**config.mk**
```make
export PLATFORM = sky130hd
export DESIGN_NAME = ex_div_unit
export DESIGN_NICKNAME = d
export VERILOG_FILES = /design/src/rtl/ex_div_unit.sv
export SDC_FILE = /design/constraint.sdc
export NUM_CORES = 1
export LEC_CHECK = 0
export ABC_CLOCK_PERIOD_IN_PS = 7140
export BUFFER_PORTS_ARGS = -buffer_cell sky130_fd_sc_hd__buf_2
export CAP_MARGIN = 40
export CORE_MARGIN = 3
export CORE_UTILIZATION = 55
export DETAILED_ROUTE_END_ITERATION = 12
export PLACE_DENSITY = 0.79
export REMOVE_ABC_BUFFERS = 1
export SETUP_SLACK_MARGIN = 0.05
export SYNTH_ARGS = -nofsm -noshare
export SYNTH_HDL_FRONTEND = slang
export SYNTH_SLANG_ARGS = --single-unit
```
**constraint.sdc**
```tcl
create_clock -name clk -period 7.14 [get_ports clk]
set_clock_uncertainty 0.05 [all_clocks]
set_input_delay 1.428 -clock clk [delete_from_list [all_inputs] [get_ports clk]]
set_output_delay 1.428 -clock clk [all_outputs]
set_load 0.01 [all_outputs]
```
**src/rtl/ex_div_unit.sv**
```systemverilog
// ex_div_unit: multi-cycle 32-bit signed/unsigned radix-2 restoring divider
// for the EX stage. It holds the pipeline through stallreq_for_ex while a
// divide is in flight. Results are held until EX is released by the stall bus.
// Quotient goes to LO and remainder goes to HI.
//
// Optional build macro: DIV_FAST_ZERO_EN. When it is defined, a divide whose
// dividend magnitude is below the divisor magnitude completes straight from
// IDLE with quotient=0 and remainder=dividend.
//
// state | meaning
// ------+----------------------------------------------------------------
// IDLE  | no divide in flight; outputs hold the last result, valid low
// BUSY  | one shift-subtract step per cycle, MSB first, WIDTH steps
// DZERO | divisor was zero; this cycle produces the fixed divide-by-zero result
// DONE  | result valid; held here while EX is stalled (stall[3])

module ex_div_unit #(
    parameter int WIDTH = 32,
    parameter int CNT_W = 6
) (
    input  logic             clk,
    input  logic             rst,
    input  logic [5:0]       stall,
    input  logic             div_req,
    input  logic             div_signed,
    input  logic [WIDTH-1:0] dividend,
    input  logic [WIDTH-1:0] divisor,
    output logic             stallreq_for_ex,
    output logic             result_valid,
    output logic [WIDTH-1:0] quotient,
    output logic [WIDTH-1:0] remainder
);

    typedef enum logic [1:0] {
        S_IDLE  = 2'd0,
        S_BUSY  = 2'd1,
        S_DZERO = 2'd2,
        S_DONE  = 2'd3
    } state_t;

    state_t           state;
    logic [CNT_W-1:0] cnt_r;
    logic [WIDTH-1:0] rem_r;
    logic [WIDTH-1:0] quo_r;
    logic [WIDTH-1:0] dvsr_r;
    logic             q_neg_r;
    logic             r_neg_r;

    logic             dvd_neg;
    logic             dvs_neg;
    logic [WIDTH-1:0] dvd_mag;
    logic [WIDTH-1:0] dvs_mag;
    logic [WIDTH:0]   partial;
    logic [WIDTH:0]   diff;
    logic             step_ok;
    logic [WIDTH-1:0] rem_next;
    logic [WIDTH-1:0] quo_next;
    logic             last_step;
    logic             fast_hit;
    logic             unused_stall;

    // Only the EX bit of the stall bus matters to this unit.
    assign unused_stall = ^{stall[5:4], stall[2:0]};

    assign stallreq_for_ex = div_req && (state != S_DONE);

    // Operand magnitudes. In unsigned mode the operands are used as they are.
    assign dvd_neg = div_signed & dividend[WIDTH-1];
    assign dvs_neg = div_signed & divisor[WIDTH-1];
    assign dvd_mag = dvd_neg ? (~dividend + 1'b1) : dividend;
    assign dvs_mag = dvs_neg ? (~divisor + 1'b1) : divisor;

`ifdef DIV_FAST_ZERO_EN
    assign fast_hit = (dvd_mag < dvs_mag);
`else
    assign fast_hit = 1'b0;
`endif

    // One restoring step. The partial remainder stays below the divisor, so
    // WIDTH bits are enough to hold it between steps.
    assign partial   = {rem_r, quo_r[WIDTH-1]};
    assign diff      = partial - {1'b0, dvsr_r};
    assign step_ok   = ~diff[WIDTH];
    assign rem_next  = step_ok ? diff[WIDTH-1:0] : partial[WIDTH-1:0];
    assign quo_next  = {quo_r[WIDTH-2:0], step_ok};
    assign last_step = (cnt_r == CNT_W'(WIDTH - 1));

    // Divider FSM, datapath and registered outputs.
    always_ff @(posedge clk) begin
        if (rst) begin
            state        <= S_IDLE;
            cnt_r        <= '0;
            rem_r        <= '0;
            quo_r        <= '0;
            dvsr_r       <= '0;
            q_neg_r      <= 1'b0;
            r_neg_r      <= 1'b0;
            result_valid <= 1'b0;
            quotient     <= '0;
            remainder    <= '0;
        end else begin
            case (state)
                S_IDLE: begin
                    result_valid <= 1'b0;
                    if (div_req) begin
                        if (divisor == '0) begin
                            // The raw dividend is parked here for the DZERO result.
                            quo_r <= dividend;
                            state <= S_DZERO;
                        end else if (fast_hit) begin
                            quotient     <= '0;
                            remainder    <= dividend;
                            result_valid <= 1'b1;
                            state        <= S_DONE;
                        end else begin
                            rem_r   <= '0;
                            quo_r   <= dvd_mag;
                            dvsr_r  <= dvs_mag;
                            q_neg_r <= dvd_neg ^ dvs_neg;
                            r_neg_r <= dvd_neg;
                            cnt_r   <= '0;
                            state   <= S_BUSY;
                        end
                    end
                end
                S_BUSY: begin
                    if (!div_req) begin
                        state <= S_IDLE;
                    end else begin
                        rem_r <= rem_next;
                        quo_r <= quo_next;
                        cnt_r <= cnt_r + CNT_W'(1);
                        if (last_step) begin
                            quotient     <= q_neg_r ? (~quo_next + 1'b1) : quo_next;
                            remainder    <= r_neg_r ? (~rem_next + 1'b1) : rem_next;
                            result_valid <= 1'b1;
                            state        <= S_DONE;
                        end
                    end
                end
                S_DZERO: begin
                    if (!div_req) begin
                        state <= S_IDLE;
                    end else begin
                        quotient     <= '1;
                        remainder    <= quo_r;
                        result_valid <= 1'b1;
                        state        <= S_DONE;
                    end
                end
                S_DONE: begin
                    if (!stall[3]) begin
                        result_valid <= 1'b0;
                        state        <= S_IDLE;
                    end
                end
                default: state <= S_IDLE;
            endcase
        end
    end

endmodule
```
==> Word-level counts from Yosys, hierarchy flattened <==
Cells that the tools add are included.
W data, S select, Z words.
{ "op_classes": {"add_sub_neg": 6, "eq_ne": 12, "mux": 37, "bitwise": 9, "reduce_logical": 11} }
{ "ops": {"columns": ["op", "n"], "rows": [
  ["$mux W32", 17],
  ["$pmux W32 S2", 4],
  ["$add A32 B1 Y32 const B", 4],
  ["$not A32 Y32", 4],
  ["$sub A33 B32 Y33", 1],
  ["$logic_not A32 Y1", 1],
  ["$mux W6", 3],
  ["$ne A2 B2 Y1 const B", 7],
  ["$mux W2", 6],
  ["$pmux W6 S2", 1],
  ["$reduce_and A4 Y1", 3],
  ["$reduce_and A3 Y1", 3],
  ["$pmux W2 S4", 1],
  ["$add A6 B1 Y6 const B", 1],
  ["$eq A6 B5 Y1 const B", 1],
  ["$eq A2 B2 Y1 const B", 2],
  ["$mux W1", 4],
  ["$pmux W1 S4", 1],
  ["$reduce_bool A2 Y1", 2],
  ["$ne A3 B3 Y1 const B", 1],
  ["$and A1 B1 Y1", 2],
  ["$eq A2 B1 Y1 const B", 1],
  ["$logic_not A2 Y1", 1],
  ["$not A1 Y1", 2],
  ["2 further kinds", 2]
]} }
{ "word_totals": {"register_bits": 171, "in_bits": 74, "out_inout_bits": 66, "word_cells": 85} }

==> Depth between registers and ports, before layout <==
{ "logic_depth": {"word_depth": 8, "depth_mapped": 24, "ltp_nobuf": 22} }

==> Worst setup path before layout <==
Ideal clock, no wire load.
{ "synth_timing": {"path_type": "reg-to-reg", "start": "register quo_r[31]", "end": "register remainder[30]", "setup_time_ps": 115, "t_arrival_ps": 4917, "t_required_ps": 6975, "path_slack_ps": 2058, "path_stages_with_launch": 23, "n_path_buf": 3, "synth_period_minus_slack_ps": 5082, "path_cell_list": "dfxtp_1 > inv_1 > ha_1 > inv_1 > fa_1 > a211oi_1 > o211ai_1 > nand3_1 > a211oi_1 > o21ai_0 > and2_1 > buf_2 > buf_1 > buf_1 > mux2i_1 > ha_1 > inv_1 > nor4_1 > a41oi_1 > a2111o_1 > o41ai_2 > xnor2_1 > o21a_1"} }
{ "synth_between": {"elab_chain_len": 8} }
{ "synth_rtl": {"columns": ["element", "line", "rtl"], "rows": [
  ["start: declaration", "44", "logic [WIDTH-1:0] quo_r;"],
  ["start signal: assignment", "108", "quo_r <= dividend;"],
  ["start signal: assignment", "117", "quo_r <= dvd_mag;"],
  ["start signal: assignment", "131", "quo_r <= quo_next;"],
  ["$sub A33 B32 Y33", "82", "assign diff = partial - {1'b0, dvsr_r};"],
  ["$mux W32 (*)", "84", "assign rem_next = step_ok ? diff[WIDTH-1:0] : partial[WIDTH-1:0];"],
  ["$not A32 Y32", "135", "remainder <= r_neg_r ? (~rem_next + 1'b1) : rem_next;"],
  ["$add A32 B1 Y32", "135", null],
  ["$mux W32 (*)", "135", null],
  ["$mux W32 (*)", "133", "if (last_step) begin"],
  ["$mux W32 (*)", "127", "if (!div_req) begin"],
  ["$pmux W32 S2 (*)", "102", "case (state)"],
  ["end signal: assignment", "112", "remainder <= dividend;"],
  ["end signal: assignment", "135", null],
  ["end signal: assignment", "146", "remainder <= quo_r;"],
  ["end: declaration", "31", "output logic [WIDTH-1:0] remainder"]
]} }
Mark *: on every way between the ends. The rest lies on a longest branch, timed or not. The select of a mux whose other input is x is not followed.
A chain may end at the register's enable or synchronous reset.

==> Final worst setup path <==
Ends and elaborated chain as after synthesis.

==> metrics.yaml <==
drv_cap: 0
area_growth_syn_to_layout_pct: 11.4
grtUsageTotal_pct: 27.6
critPathMaxFanout: 11
grt_start_max_net_pins: 66
max_freq_mhz: 171
die-area_sq_um: 23500
fin_crit_ps: 5840
grt-ovfl-total: 0
cts-root-buf: "clkbuf_16"
whs_ps: 406
drt-initial-drc-count: 1146
vias: 11900
cp-start-kind: "flip-flop"
hold_viol: 0
netlist_area_sq_um: 11900
io_pins: 140
grt_pass1_wl_microns: 54500
yosys_most_used_dff: "dfxtp_1"
final_cell_count_no_fill: 1967
critPathKind: "flip-flop to flip-flop"
async_flop_share_pct: 0
core-area_sq_um: 21200
antenna_found_initial: 0
status: "finished clean"
crit_path_end_kind: "flip-flop"
syn_avg_cell_area_sq_um: 7.36
finalNetCount: 1795
worst_slew_pin_slew_ps: 890
finalSetupTns_ps: 0
drc: 0
fin_crit_sh_pct: 81.8
drv_slew: 0
cts.repair.resized: 0
layout_commonest_cell: "nand2_1"
grt_pass1_vias: 10700
diodes: 0
final_cell_mix: "nand2_1, dfxtp_1, a21oi_1, nor2_1, buf_2"
seq_area_frac_synth_pct: 28.7
ctsHoldBuffers: 0
place.gp.congestion: 0.949
setup_viol: 0
synth_cell_type_count: 72
utilization_pct: 62.7
dp_cells: 1935
placed_cell_area_sq_um: 12700
synth_warnings: 0
cp.required_ps: 7420
rsz0062_at_grt: "false"
synth_edf_count: 0
clock-sinks: 171
die_w_microns: 153
post_cts_buffers: 0
io_buffers: 134
dpl.hpwl_microns: 24700
avgViaCountPerCell: 6.05
insertion_delay_ps: 430
cts_inserted_buffers: 17
hp-class: "flip-flop to flip-flop"
syn-instance-count: 1618
crit_arrival_ps: 6120
drt_wl_total_microns: 33500
setup_slack_ps: 1300
stdcell_area_sq_um: 13300
seqCellArea_sq_um: 3420
power_leakage_nw: 5.38
clockBufferDepth: 2
place_ws_ps: 1440
cts_tree: "built"
num_rows: 53
path_clk_slew_ps: 70
synth_seq_cells: 171
initial_utilization_pct: 56.3
fp.dieH_microns: 153
slew_headroom_pct: 40.6
ant_nets: 0
fill_cells: 1894
h-tree-depth: 4
vdd_drop_max_mv: 0.113
p_total_mw: 3.35
multi_input_area_sq_um: 7870
drive_gt1_share_pct: 12.5
detail_route.first_pass.iterations: 6
post_drt_wl_per_cell_microns: 17.0
cellPowerDensity_nw_per_um2: 252
logic make-up (layout without fill, tap and decap cells):
family | after synthesis | count (layout) | synth area share (%)
mux | 27 | 27 | 2.36
flops | 171 | 171 | 28.7
simple gates | 540 | 540 | 20.6
compound gates | 526 | 526 | 27.9
buf+inv | 168 | 242 | 5.34
xor+xnor | 144 | 144 | 10.6
fa+ha+maj | 42 | 42 | 4.47
Yosys cell counts (10+ instances only):
cell        n  area [sq um]
and3_1     10          62.6
nor2_1    142           533
clkbuf_1  100           375
a21oi_1   155           776
nand3_1    29           145
or4_1      14           105
xnor2_1    59           517
inv_1      54           203
and2_1     12          75.1
nand2b_1   10          62.6
a31oi_1    23           144
nand2_1   220           826
nor4_1     14          87.6
o41ai_1    16           140
xor2_1     85           744
nor3_1     31           155
o211ai_1   28           210
mux2i_1    18           180
a22oi_1    20           150
nor2b_1    11          68.8
or3_1      20           125
ha_1       41           513
a21o_1     11          82.6
o31ai_1    30           225
a211oi_1   43           323
dfxtp_1   171          3420
o21ai_0   132           661
power by group:
group	leakage, nW	internal [mW]	switching (mW)	total [mW]
Clock	0.280	0.465	0.449	0.914
Combinational	3.71	0.440	0.808	1.25
Sequential	1.40	1.08	0.106	1.19
layer usage:
layer	global-route usage (%)	share of wire (%)	up-vias
met5	0	0	-
met4	8.44	2.2	0
met3	3.26	7.3	44
met2	44.2	45	480
met1	39.1	46	5449
li1	-	-	5923
cell type report:
cell class	count	area share [%]
tap	275	2.59
timing repair buffer	154	6.41
clock inverter	15	1.12
clock buffer	17	3.20
sequential	171	25.8
inverter	56	1.58
multi-input combinational	1279	59.3
sequential cells by signal, summed over array words and instances, names as in the netlist:
signal,cells
state,2
rem_r,32
r_neg_r,1
q_neg_r,1
result_valid,1
quo_r,32
quotient,32
cnt_r,6
dvsr_r,32
remainder,32
critical path, cell delays in order, from the launching register on:
cell and delay (ps):
dfxtp_1 350, inv_1 140, ha_1 190, inv_1 50, fa_1 420, a211oi_1 420, o211ai_1 260, nand3_1 200
a211oi_1 110, or3_1 510, and2_2 370, inv_2 130, nor2_1 50, a21oi_1 240, ha_1 270, inv_1 110
nor4_1 550, a41oi_1 190, buf_4 200, a2111o_1 360, o41ai_2 270, xnor2_1 130, o21a_1 180
worst paths after layout:
kind,start,end,slack [ps],cells after the start
min reg2reg,dvsr_r[17]$_SDFFE_PP0P_,dvsr_r[17]$_SDFFE_PP0P_,410,2
max,quo_r[31]$_SDFFE_PP0P_,remainder[30]$_SDFFE_PP0P_,1300,22
min,dvsr_r[17]$_SDFFE_PP0P_,dvsr_r[17]$_SDFFE_PP0P_,410,2
max reg2reg,quo_r[31]$_SDFFE_PP0P_,remainder[30]$_SDFFE_PP0P_,1300,22
Note: power is estimated with default switching activity, not from simulation.
